[src/rtl/mem_arbiter.sv]
// -----------------------------------------------------------------------------
// mem_arbiter
//   Shares one single-outstanding memory port between the instruction fetch
//   unit (IF) and the load/store unit (LSU). LSU normally has priority, but
//   after LSU_BURST_MAX consecutive LSU grants with a fetch waiting, the fetch
//   is served next so the core cannot starve itself of instructions.
//
//   Optional feature macro: MEM_ARBITER_TIMEOUT_EN
//     defined   : a transfer that sees no MEM_ACK for TIMEOUT_CYCLES cycles is
//                 closed with a VALID pulse carrying RDATA = 0, and the sticky
//                 TIMEOUT_ERR flag is set.
//     undefined : a transfer waits for MEM_ACK indefinitely; TIMEOUT_ERR is 0.
//
//   Ports
//     CLK, RST_N            clock, asynchronous active-low reset
//     IF_REQ/IF_ADDR        fetch request (held until IF_GNT)
//     IF_GNT                one-cycle grant pulse to fetch
//     IF_RDATA/IF_VALID     registered fetch data + one-cycle completion pulse
//     LSU_REQ/WE/BE/ADDR/WDATA  load/store request (held until LSU_GNT)
//     LSU_GNT               one-cycle grant pulse to the LSU
//     LSU_RDATA/LSU_VALID   registered load data + one-cycle completion pulse
//     MEM_REQ/WE/BE/ADDR/WDATA  registered shared memory request
//     MEM_ACK/MEM_RDATA     single-cycle memory completion + read data
//     BUSY                  high while a transfer is in flight
//     TIMEOUT_ERR           sticky ACK-timeout flag
// -----------------------------------------------------------------------------
module mem_arbiter #(
    parameter int TIMEOUT_CYCLES = 16,
    parameter int LSU_BURST_MAX  = 2
) (
    input  logic        CLK,
    input  logic        RST_N,
    input  logic        IF_REQ,
    input  logic [31:0] IF_ADDR,
    output logic        IF_GNT,
    output logic [31:0] IF_RDATA,
    output logic        IF_VALID,
    input  logic        LSU_REQ,
    input  logic        LSU_WE,
    input  logic [3:0]  LSU_BE,
    input  logic [31:0] LSU_ADDR,
    input  logic [31:0] LSU_WDATA,
    output logic        LSU_GNT,
    output logic [31:0] LSU_RDATA,
    output logic        LSU_VALID,
    output logic        MEM_REQ,
    output logic        MEM_WE,
    output logic [3:0]  MEM_BE,
    output logic [31:0] MEM_ADDR,
    output logic [31:0] MEM_WDATA,
    input  logic        MEM_ACK,
    input  logic [31:0] MEM_RDATA,
    output logic        BUSY,
    output logic        TIMEOUT_ERR
);

    localparam logic [2:0] BURST_MAX_C = 3'(LSU_BURST_MAX);
    localparam logic [7:0] TMO_LAST_C  = 8'(TIMEOUT_CYCLES - 1);
`ifdef MEM_ARBITER_TIMEOUT_EN
    localparam logic       TMO_EN_C    = 1'b1;
`else
    localparam logic       TMO_EN_C    = 1'b0;
`endif

    typedef enum logic [1:0] {
        ST_IDLE     = 2'd0,
        ST_IF_XFER  = 2'd1,
        ST_LSU_XFER = 2'd2
    } state_t;

    state_t      state_r;
    state_t      state_nxt_s;
    logic        rst_done_r;
    logic [2:0]  burst_r;
    logic [7:0]  tmo_cnt_r;
    logic        if_prio_s;
    logic        tmo_hit_s;
    logic        grant_if_s;
    logic        grant_lsu_s;
    logic        ack_s;
    logic        tmo_s;

    // Fetch overrides LSU priority once the LSU has had its burst while IF waited.
    assign if_prio_s = IF_REQ && (burst_r >= BURST_MAX_C);
    // Terminal wait cycle; constant 0 when the timeout feature is not built.
    assign tmo_hit_s = TMO_EN_C && (tmo_cnt_r == TMO_LAST_C);

    // One idle edge after reset release before arbitration is allowed.
    always_ff @(posedge CLK or negedge RST_N) begin
        if (!RST_N) begin
            rst_done_r <= 1'b0;
        end else begin
            rst_done_r <= 1'b1;
        end
    end

    // FSM state register.
    always_ff @(posedge CLK or negedge RST_N) begin
        if (!RST_N) begin
            state_r <= ST_IDLE;
        end else begin
            state_r <= state_nxt_s;
        end
    end

    // Next-state logic: arbitration in IDLE, completion/timeout in XFER.
    always_comb begin
        state_nxt_s = state_r;
        grant_if_s  = 1'b0;
        grant_lsu_s = 1'b0;
        ack_s       = 1'b0;
        tmo_s       = 1'b0;
        case (state_r)
            ST_IDLE: begin
                if (!rst_done_r) begin
                    state_nxt_s = ST_IDLE;
                end else if (LSU_REQ && !if_prio_s) begin
                    grant_lsu_s = 1'b1;
                    state_nxt_s = ST_LSU_XFER;
                end else if (IF_REQ) begin
                    grant_if_s  = 1'b1;
                    state_nxt_s = ST_IF_XFER;
                end else begin
                    state_nxt_s = ST_IDLE;
                end
            end
            ST_IF_XFER, ST_LSU_XFER: begin
                // An ACK in the terminal cycle wins over the timeout.
                if (MEM_ACK) begin
                    ack_s       = 1'b1;
                    state_nxt_s = ST_IDLE;
                end else if (tmo_hit_s) begin
                    tmo_s       = 1'b1;
                    state_nxt_s = ST_IDLE;
                end else begin
                    state_nxt_s = state_r;
                end
            end
            default: begin
                state_nxt_s = ST_IDLE;
            end
        endcase
    end

    // Consecutive LSU grants taken while a fetch was waiting.
    always_ff @(posedge CLK or negedge RST_N) begin
        if (!RST_N) begin
            burst_r <= 3'd0;
        end else if (grant_if_s) begin
            burst_r <= 3'd0;
        end else if ((state_r == ST_IDLE) && !IF_REQ) begin
            burst_r <= 3'd0;
        end else if (grant_lsu_s && (burst_r != 3'd7)) begin
            burst_r <= burst_r + 3'd1;
        end else begin
            burst_r <= burst_r;
        end
    end

    // Counts XFER cycles; zero in the first cycle of every transfer.
    always_ff @(posedge CLK or negedge RST_N) begin
        if (!RST_N) begin
            tmo_cnt_r <= 8'd0;
        end else if ((state_r == ST_IDLE) || (state_nxt_s == ST_IDLE)) begin
            tmo_cnt_r <= 8'd0;
        end else begin
            tmo_cnt_r <= tmo_cnt_r + 8'd1;
        end
    end

    // Grant/valid pulses and busy flag.
    always_ff @(posedge CLK or negedge RST_N) begin
        if (!RST_N) begin
            IF_GNT    <= 1'b0;
            LSU_GNT   <= 1'b0;
            IF_VALID  <= 1'b0;
            LSU_VALID <= 1'b0;
            BUSY      <= 1'b0;
        end else begin
            IF_GNT    <= grant_if_s;
            LSU_GNT   <= grant_lsu_s;
            IF_VALID  <= (ack_s || tmo_s) && (state_r == ST_IF_XFER);
            LSU_VALID <= (ack_s || tmo_s) && (state_r == ST_LSU_XFER);
            BUSY      <= (state_nxt_s != ST_IDLE);
        end
    end

    // Memory request: captured at the grant edge, frozen for the whole transfer.
    always_ff @(posedge CLK or negedge RST_N) begin
        if (!RST_N) begin
            MEM_REQ   <= 1'b0;
            MEM_WE    <= 1'b0;
            MEM_BE    <= 4'h0;
            MEM_ADDR  <= 32'h0;
            MEM_WDATA <= 32'h0;
        end else if (grant_if_s) begin
            MEM_REQ   <= 1'b1;
            MEM_WE    <= 1'b0;
            MEM_BE    <= 4'hF;
            MEM_ADDR  <= IF_ADDR;
            MEM_WDATA <= 32'h0;
        end else if (grant_lsu_s) begin
            MEM_REQ   <= 1'b1;
            MEM_WE    <= LSU_WE;
            MEM_BE    <= LSU_BE;
            MEM_ADDR  <= LSU_ADDR;
            MEM_WDATA <= LSU_WDATA;
        end else if (ack_s || tmo_s) begin
            MEM_REQ   <= 1'b0;
        end else begin
            MEM_REQ   <= MEM_REQ;
        end
    end

    // Fetch read data: memory data on ACK, zero on timeout.
    always_ff @(posedge CLK or negedge RST_N) begin
        if (!RST_N) begin
            IF_RDATA <= 32'h0;
        end else if ((state_r == ST_IF_XFER) && ack_s) begin
            IF_RDATA <= MEM_RDATA;
        end else if ((state_r == ST_IF_XFER) && tmo_s) begin
            IF_RDATA <= 32'h0;
        end else begin
            IF_RDATA <= IF_RDATA;
        end
    end

    // Load read data: stores leave it untouched; timeout forces zero.
    always_ff @(posedge CLK or negedge RST_N) begin
        if (!RST_N) begin
            LSU_RDATA <= 32'h0;
        end else if ((state_r == ST_LSU_XFER) && ack_s && !MEM_WE) begin
            LSU_RDATA <= MEM_RDATA;
        end else if ((state_r == ST_LSU_XFER) && tmo_s) begin
            LSU_RDATA <= 32'h0;
        end else begin
            LSU_RDATA <= LSU_RDATA;
        end
    end

`ifdef MEM_ARBITER_TIMEOUT_EN
    // Sticky timeout flag, cleared only by reset.
    always_ff @(posedge CLK or negedge RST_N) begin
        if (!RST_N) begin
            TIMEOUT_ERR <= 1'b0;
        end else if (tmo_s) begin
            TIMEOUT_ERR <= 1'b1;
        end else begin
            TIMEOUT_ERR <= TIMEOUT_ERR;
        end
    end
`else
    assign TIMEOUT_ERR = 1'b0;
`endif

endmodule

[config.mk]
export PLATFORM = sky130hd
export DESIGN_NAME = mem_arbiter
export DESIGN_NICKNAME = d
export VERILOG_FILES = /design/src/rtl/mem_arbiter.sv
export SDC_FILE = /design/constraint.sdc
export NUM_CORES = 1
export LEC_CHECK = 0
export BUFFER_PORTS_ARGS = -buffer_cell sky130_fd_sc_hd__buf_2
export CAP_MARGIN = 20
export CORE_MARGIN = 2
export CORE_UTILIZATION = 45
export DETAILED_ROUTE_END_ITERATION = 8
export PLACE_DENSITY_LB_ADDON = 0.05
export SYNTH_ARGS = -nofsm -noshare
export SYNTH_HDL_FRONTEND = slang
export SYNTH_SLANG_ARGS = --single-unit
[constraint.sdc]
create_clock -name CLK -period 4.95 [get_ports CLK]
set_clock_uncertainty 0.15 [all_clocks]
set_input_delay 0.99 -clock CLK [delete_from_list [all_inputs] [get_ports CLK]]
set_output_delay 0.99 -clock CLK [all_outputs]
set_load 0.01 [all_outputs]
==> results.py, run 1 <==
metrics = {
    "synthesis": {
        "postSynthNetCount": 615,
        "synth_cells": 470,
        "synth.ff_latch_count": 145,
        "post_synth_instance_area_mm2": 0.00601,
        "synthDistinctLibCells": 32,
        "synth_warnings": 0,
        "post_synth.cell_area_avg_um2": 12.8,
        "synth.yosys.seq_area_share_pct": 60.4,
    },
    "placement": {
        "dp_slack_ns": 1.74,
        "detailed_place_hpwl_mm": 10.5,
        "routabilityCongestion": 0.774,
        "placement.io_buffers": 276,
    },
    "drt": {
        "route.vias.total": 4675,
        "drcViolationCount": 0,
        "drt_iter0_drc": 272,
        "routed_wire_length_per_instance_um": 16.1,
        "finalWirelength_mm": 14.9,
        "antenna_violating_nets_post_route": 0,
        "route.detailed.vias_per_inst": 5.05,
        "detail_route.first_pass.iterations": 5,
    },
    "finish": {
        "drive_gt1_share_pct": 52.3,
        "n_antenna_cell": 0,
        "fin_nets": 884,
        "syn_to_final_growth_pct": 34.4,
    },
    "floorplan": {
        "placement_rows": 42,
        "die-width_um": 120,
        "dieArea_mm2": 0.0143,
        "die_h_um": 120,
        "number_of_placed_i_o_pins": 278,
        "initial_core_util_pct": 45.8,
        "fp.coreArea_mm2": 0.0131,
    },
    "critical_path": {
        "r2r_start": "state_r[1]$_DFF_PN0_",
        "critPathBufInv": 1,
        "slowest_delay_ns": 0.87,
        "worstSetupStartpointType": "register",
        "timing.critical_path.to_type": "register",
        "critPathArrivalTime_ns": 3.16,
        "critical_path.endpoint": "MEM_ADDR[8]$_DFFE_PN0P_",
        "setup.worst_path.start": "state_r[1]$_DFF_PN0_",
        "r2r_slack_ns": 1.96,
        "cp_cell_sequence": "inv_1, ha_1, nand3_2, or2_2, o211ai_1",
        "rr_endpoint": "MEM_ADDR[8]$_DFFE_PN0P_",
        "path_depth": 5,
        "cpLargestDelayFamily": "simple AND/OR/NAND/NOR gates",
        "worst_path_fanout_max": 38,
        "critical-path-slowest-cell": "or2_2",
        "worst_ep_required_time_ns": 5.11,
        "criticalPathCategory": "reg2reg",
        "timing.reg2reg.worst_path_depth": 5,
    },
    "run_status": {
        "outcome": "finished, final reports clean",
    },
    "timing": {
        "final_min_period_over_clock_period_pct": 60.5,
        "fin_crit_ns": 2.99,
        "finalSetupViolCount": 0,
        "worst-slew-pin-transition_ns": 0.959,
        "worst_slew_margin_rel_pct": 36.1,
        "post-route-worst-setup-slack_ns": 1.96,
        "max_freq_ghz": 0.334,
        "final-hold-violation-count": 0,
        "rsz0062_at_grt": "no",
        "number_of_max_slew_violations_in_the_final_report": 0,
        "finalSetupTns_ns": 0,
    },
    "grt": {
        "met1_usage_pct": 27.0,
        "first_global_vias": 4604,
        "groute.layer.met2.usage_pct": 34.0,
        "grt_pass1_wl_mm": 23.4,
        "globalRouteOverflowTotal": 0,
        "use_met3_pct": 6.27,
        "grt_antenna_before_repair": 0,
        "grt.busiest_layer": "met2",
        "grt_use_total_pct": 21.0,
        "grt_start_max_net_pins": 84,
    },
    "pwr": {
        "vdd_drop_max_v": 0.000252,
        "leakage_uw": 0.00433,
        "power_density_of_the_placed_cells_mw_per_mm2": 551,
    },
    "clock_tree": {
        "numCtsBuffers": 17,
        "ctsLongestPathBuffers": 2,
        "cts.reportedPaths.clkPinSlew_ns": 0.06,
        "cts_hold_repair.buffers": 0,
        "cts_tree": "done",
        "ctsHtreeMaxLevel": 4,
        "clk_latency_ns": 0.41,
        "tritoncts_sink_count": 145,
        "post_cts_resized": 0,
        "post_cts.repair.setup_buffers": 0,
        "root_buffer": "clkbuf_16",
    },
    "hold_path": {
        "holdCritPathClass": "reg2reg",
    },
    "flow_run": {
        "maxCapViolCount": 0,
    },
}
-- routing by layer --
metal	vias to the layer above	share of wire, %	wire length, µm
li1	2205	-	-
met1	2279	42	6290
met2	175	50	7380
met3	16	6.8	1010
met4	0	1.4	213
met5	-	0	0
-- through the flow --
step	cells	utilization (%)	power, µW	cell area [µm²]	hold WS (ns)
6_report	926	61.5	4450	8080	0.325
5_1_grt	926	61.5	4710	8080	0.361
3_5_place_dp	896	57.4	3320	7540	0.321
4_1_cts	926	61.5	4510	8080	0.334
3_3_place_gp	895	57.2	3260	7510	0.317
2_1_floorplan	470	-	2630	6010	0.358
-- cell usage in the layout (no fill, tap or decap), types with 2 or more instances in the layout --
master	instances
o211ai_1	49
a22o_1	29
a21oi_1	9
buf_2	275
conb_1	2
clkbuf_1	6
ha_1	7
clkinv_4	2
nand3_1	5
nand2_1	54
buf_4	6
clkbuf_8	3
dfrtp_1	145
o21ai_0	2
mux2_2	63
clkbuf_16	17
inv_1	38
o211ai_2	15
and3_1	3
-- state kept, by name (all words and copies together) (netlist names) --
register and flops:
BUSY 1, IF_GNT 1, IF_RDATA 32, IF_VALID 1
LSU_GNT 1, LSU_RDATA 32, LSU_VALID 1, MEM_ADDR 32
MEM_BE 4, MEM_REQ 1, MEM_WDATA 32, MEM_WE 1
burst_r 3, rst_done_r 1, state_r 2
-- kinds of logic (layout without fill, tap and decap cells) --
logic type                 Yosys count  in the layout  share of synthesized area, %
AOI/OAI and AO/OA                  111            111                          15.7
DFF                                145            145                          60.4
buffers and inverters               72            352                          5.14
and+or+nand+nor                     69             69                          5.25
adders and majority gates            7              7                          1.46
other                                2              2                         0.125
muxes                               64             64                          12.0
-- worst min-delay path, stage by stage, from the launching register on --
cell and delay [ns]:
dfrtp_1 0.34, nand2_1 0.05, nand2_1 0.05
-- final cells by class --
| class | count | area [µm²] |
|---|---|---|
| Clock buffer | 26 | 489 |
| Fill cell | 1087 | 5060 |
| Tap cell | 176 | 220 |
| Timing Repair Buffer | 283 | 1460 |
| Inverter | 39 | 146 |
| Clock inverter | 4 | 52.6 |
| Sequential cell | 145 | 3630 |
| Multi-Input combinational cell | 253 | 2080 |
-- synthesized netlist by cell type --
cell type    n  area [µm²]
ha_1         7        87.6
nor4b_4      1        23.8
buf_6        2        22.5
nand2b_1     1        6.26
or2_1        1        6.26
a211oi_1     1        7.51
and4b_1      1        10.0
and3_1       3        18.8
nor2b_1      1        6.26
o211a_1      1        10.0
mux2_1       1        11.3
buf_2       13        65.1
o211ai_1    49         368
a22o_1      29         254
clkbuf_1    16        60.1
dfrtp_1    145        3630
o211ai_2    16         200
o31ai_4      1        21.3
mux2_2      63         709
buf_4        2        15.0
nand2_1     54         203
a21bo_2      1        10.0
conb_1       2        7.51
inv_1       38         143
o21ai_0      2        10.0
nand4_1      1        6.26
a22oi_1      1        7.51
nand3_2      1        10.0
nand3_1      5        25.0
a21oi_1      9        45.0
inv_2        1        3.75
a2bb2oi_1    1        8.76
-- worst min-delay path by stage --
stage                                        start                       end  slack (ns)  cells after the start
after floorplan                MEM_REQ$_DFFE_PN0P_       MEM_REQ$_DFFE_PN0P_        0.36                      2
after global placement         MEM_REQ$_DFFE_PN0P_       MEM_REQ$_DFFE_PN0P_        0.32                      2
after detailed placement       MEM_REQ$_DFFE_PN0P_       MEM_REQ$_DFFE_PN0P_        0.32                      2
after CTS                      MEM_REQ$_DFFE_PN0P_       MEM_REQ$_DFFE_PN0P_        0.33                      2
after global routing      IF_RDATA[20]$_DFFE_PN0P_  IF_RDATA[20]$_DFFE_PN0P_        0.36                      1
final                          MEM_REQ$_DFFE_PN0P_       MEM_REQ$_DFFE_PN0P_        0.32                      2
-- report_power, final --
part	total (µW)	internal [µW]	leakage (µW)	switching, µW
clock	1180	727	0.000264	449
sequential	1850	1630	0.00181	223
combinational	1420	688	0.00226	737
total	4450	3040	0.00433	1410
Note: power is estimated with default switching activity, not from simulation.
==> run 2, diff against run 1 <==
--- a/config.mk
+++ b/config.mk
@@ -5,10 +5,11 @@
 export SDC_FILE = /design/constraint.sdc
 export NUM_CORES = 1
 export LEC_CHECK = 0
+export ABC_AREA = 1
 export BUFFER_PORTS_ARGS = -buffer_cell sky130_fd_sc_hd__buf_2
 export CAP_MARGIN = 20
 export CORE_MARGIN = 2
-export CORE_UTILIZATION = 45
+export CORE_UTILIZATION = 43
 export DETAILED_ROUTE_END_ITERATION = 8
 export PLACE_DENSITY_LB_ADDON = 0.05
 export SYNTH_ARGS = -nofsm -noshare
==> constraint.sdc (replaced) <==
create_clock -name CLK -period 2.5 [get_ports CLK]
set_clock_uncertainty 0.15 [all_clocks]
set_input_delay 0.5 -clock CLK [delete_from_list [all_inputs] [get_ports CLK]]
set_output_delay 0.5 -clock CLK [all_outputs]
set_load 0.01 [all_outputs]
==> run 2 against run 1 <==
  * Sequential share of layout area is 1.4 points lower
  * Count of clock-buffer cells in the layout is 3 lower
  * Via count increased by 17%
  * Flip-flop and latch count did not move
  * Largest cell class unchanged
  * Synthesized cell count rose by 51%
  * Critical endpoint is now BUSY$_DFF_PN0_
  * Register-to-register slack got worse by 1.6 ns
  * Global-route usage grew 0.47 points
  * Critical path depth up 4
  * Critical path type unchanged
  * First-iteration DRC count rose by 26%
  * Non-clock buffer count increased by 3
==> results.py, run 2 <==
metrics = {
    "run_status": {
        "outcome": "finished, final reports clean",
    },
    "synthesis": {
        "synth.largest_area_cell": "dfrtp_1",
        "synth.ff_latch_count": 145,
        "synthTopCellsByCount": "nand2_1 (278), dfrtp_1 (145), inv_1 (77), o21ai_0 (61), nand3_1 (44)",
        "yosys_most_used_dff": "dfrtp_1",
        "synthDistinctLibCells": 25,
        "synthArstFlopShare_pct": 100,
        "post_synth.cell_area_avg_um2": 8.70,
        "post_synth_instance_area_mm2": 0.00617,
        "synth_warnings": 0,
        "synth_top_cell_area_share_pct": 58.8,
        "synth.yosys.seq_area_share_pct": 58.8,
        "synth_area_leaders": "dfrtp_1 (59%), nand2_1 (17%), o21ai_0 (4.9%), inv_1 (4.7%), nand3b_1 (3.9%)",
        "edff_count_synth": 0,
        "yosysMostFrequentCell": "nand2_1",
        "synth_cells": 709,
        "postSynthNetCount": 854,
    },
    "timing": {
        "final-hold-violation-count": 0,
        "finalSetupViolCount": 0,
        "worst_slew_margin_rel_pct": 51.3,
        "rsz0062_at_grt": "no",
        "max_freq_ghz": 0.463,
        "finalHoldWorstSlack_ns": 0.128,
        "fin_crit_ns": 2.16,
        "number_of_max_slew_violations_in_the_final_report": 0,
        "final_min_period_over_clock_period_pct": 86.4,
        "finalSetupTns_ns": 0,
        "worst-slew-pin-transition_ns": 0.731,
    },
    "drt": {
        "antenna_violating_nets_post_route": 0,
        "route.vias.total": 5492,
        "drcViolationCount": 0,
        "route.detailed.vias_per_inst": 4.70,
        "finalWirelength_mm": 16.5,
        "routed_wire_length_per_instance_um": 14.1,
        "detail_route.first_pass.iterations": 5,
        "drt_iter0_drc": 344,
    },
    "clock_tree": {
        "cts.reportedPaths.clkPinSlew_ns": 0.06,
        "ctsLongestPathBuffers": 2,
        "post_cts.repair.setup_buffers": 0,
        "cts_tree": "done",
        "numCtsBuffers": 17,
        "clk_latency_ns": 0.41,
        "tritoncts_sink_count": 145,
        "root_buffer": "clkbuf_16",
        "ctsHtreeMaxLevel": 4,
    },
    "critical_path": {
        "critPathArrivalTime_ns": 2.31,
        "worst_ep_required_time_ns": 2.65,
        "r2r_slack_ns": 0.34,
        "rr_endpoint": "BUSY$_DFF_PN0_",
        "timing.critical_path.to_type": "register",
        "worst_path_fanout_max": 45,
        "timing.reg2reg.worst_path_depth": 9,
        "worstSetupStartpointType": "register",
        "criticalPathCategory": "reg2reg",
        "r2r_start": "burst_r[0]$_DFFE_PN0P_",
    },
    "floorplan": {
        "number_of_placed_i_o_pins": 278,
        "die-width_um": 124,
        "die_h_um": 124,
        "fp.coreArea_mm2": 0.0139,
        "placement_rows": 43,
        "initial_core_util_pct": 44.3,
        "dieArea_mm2": 0.0153,
    },
    "pwr": {
        "internal-power_uw": 5930,
        "power_frac_comb_pct": 29.5,
        "power_density_of_the_placed_cells_mw_per_mm2": 1060,
        "clkPwrFrac_pct": 29.7,
        "power.net_switching_uw": 2900,
        "switching_share_pct": 32.9,
        "vdd_drop_max_v": 0.000560,
        "seq_power_share_pct": 40.8,
        "finalPower_uw": 8830,
        "leakage_uw": 0.00494,
    },
    "hold_path": {
        "holdCritPathClass": "in2reg",
        "whs_path_depth": 3,
        "timing.hold.worst.start": "LSU_WDATA[19]",
        "timing.hold.worst_endpoint": "MEM_WDATA[19]$_DFFE_PN0P_",
    },
    "finish": {
        "num-fill-cells": 1281,
        "layout_common_cells": "nand2_1 (277), buf_2 (275), dfrtp_1 (145)",
        "n_antenna_cell": 0,
        "layout_commonest_cell": "nand2_1",
        "final_util_pct": 59.9,
        "drive_gt1_share_pct": 33.0,
        "finish.cell_count_without_fillers": 1168,
        "syn_to_final_growth_pct": 35.3,
        "fin_nets": 1121,
    },
    "grt": {
        "first_global_vias": 5204,
        "globalRouteOverflowTotal": 0,
        "grt_start_max_net_pins": 70,
        "grt_antenna_before_repair": 0,
        "grt_pass1_wl_mm": 25.2,
        "grt_use_total_pct": 21.4,
    },
    "placement": {
        "routabilityCongestion": 0.791,
        "numPlacedInstances": 1136,
        "detailed_place_hpwl_mm": 11.6,
        "placement.io_buffers": 276,
    },
    "flow_run": {
        "maxCapViolCount": 0,
    },
}
run 2: cell count changes in the layout (fill, tap and decap cells not counted), moves of 7 or more:
cell,previous run,this run
nand2_1,54,277
a22o_1,29,0
o211ai_2,15,0
o211ai_1,49,0
inv_1,38,77
nand3b_1,0,32
a21oi_1,9,2
mux2_2,63,0
o21ai_0,2,61
nand3_1,5,44
run 2: timing repair:
item | CTS | global route
hold endpoints to repair | 35 | 0
hold buffers | 1 | 0
gates resized for setup | 0 | 0
run 2: logic make-up (layout without fill, tap and decap cells):
kind of cell	after synthesis	count (layout)	share of synthesized area (%)
buffers and inverters	118	397	8.11
AO/OA/AOI/OAI	70	70	5.92
flip-flops	145	145	58.8
other	2	2	0.122
AND/OR/NAND/NOR	367	367	25.6
adder cells (fa/ha/maj)	7	7	1.42
run 2: critical path, stage by stage, from the launching register on:
cell and delay [ns]:
dfrtp_1 0.38, inv_1 0.07, ha_1 0.20, nor2_1 0.11, nand2_1 0.05, nand2_1 0.10, nand2_2 0.22, nand2_4 0.46
nand2_1 0.09, o21ba_2 0.21
run 2: layer usage:
metal | part of all wire (%) | global-route usage (%)
met1 | 42 | 26.5
met2 | 48 | 35.1
met3 | 8.7 | 6.64
met4 | 1.7 | 8.59
met5 | 0 | 0
run 2: layout make-up:
type | instances | area (µm²) | share of cell area [%]
Multi-Input combinational cell | 446 | 2050 | 24.6
Sequential cell | 145 | 3630 | 43.5
Timing Repair Buffer | 286 | 1520 | 18.2
Inverter | 80 | 300 | 3.60
Tap cell | 180 | 225 | 2.70
Clock buffer | 23 | 498 | 5.97
Clock inverter | 8 | 126 | 1.51
run 2: per-stage QoR:
step	setup slack (ns)	cell area (µm²)
final	0.341	8350
after global routing	0.115	8350
after CTS	0.328	8350
after detailed placement	0.339	7710
after global placement	0.393	7710
after floorplan	0.873	6170
run 2: worst max-delay path by stage:
stage / to / startpoint / slack, ns / depth (start not counted)
global route: burst_r[0]$_DFFE_PN0P_ / burst_r[0]$_DFFE_PN0P_ / 0.11 / 11
CTS: BUSY$_DFF_PN0_ / burst_r[0]$_DFFE_PN0P_ / 0.33 / 9
floorplan: LSU_RDATA[26]$_DFFE_PN0P_ / state_r[0]$_DFF_PN0_ / 0.87 / 8
global placement: BUSY$_DFF_PN0_ / burst_r[0]$_DFFE_PN0P_ / 0.39 / 9
finish: BUSY$_DFF_PN0_ / burst_r[0]$_DFFE_PN0P_ / 0.34 / 9
detailed placement: BUSY$_DFF_PN0_ / burst_r[0]$_DFFE_PN0P_ / 0.34 / 9
run 2: power groups by stage:
stage	logic [µW]	clock network [µW]	registers, µW
6_report	2610	2630	3600
5_1_grt	2950	2800	3700
3_5_place_dp	2650	0	3620
4_1_cts	2660	2690	3600
3_3_place_gp	2600	0	3590
2_1_floorplan	966	0	4000
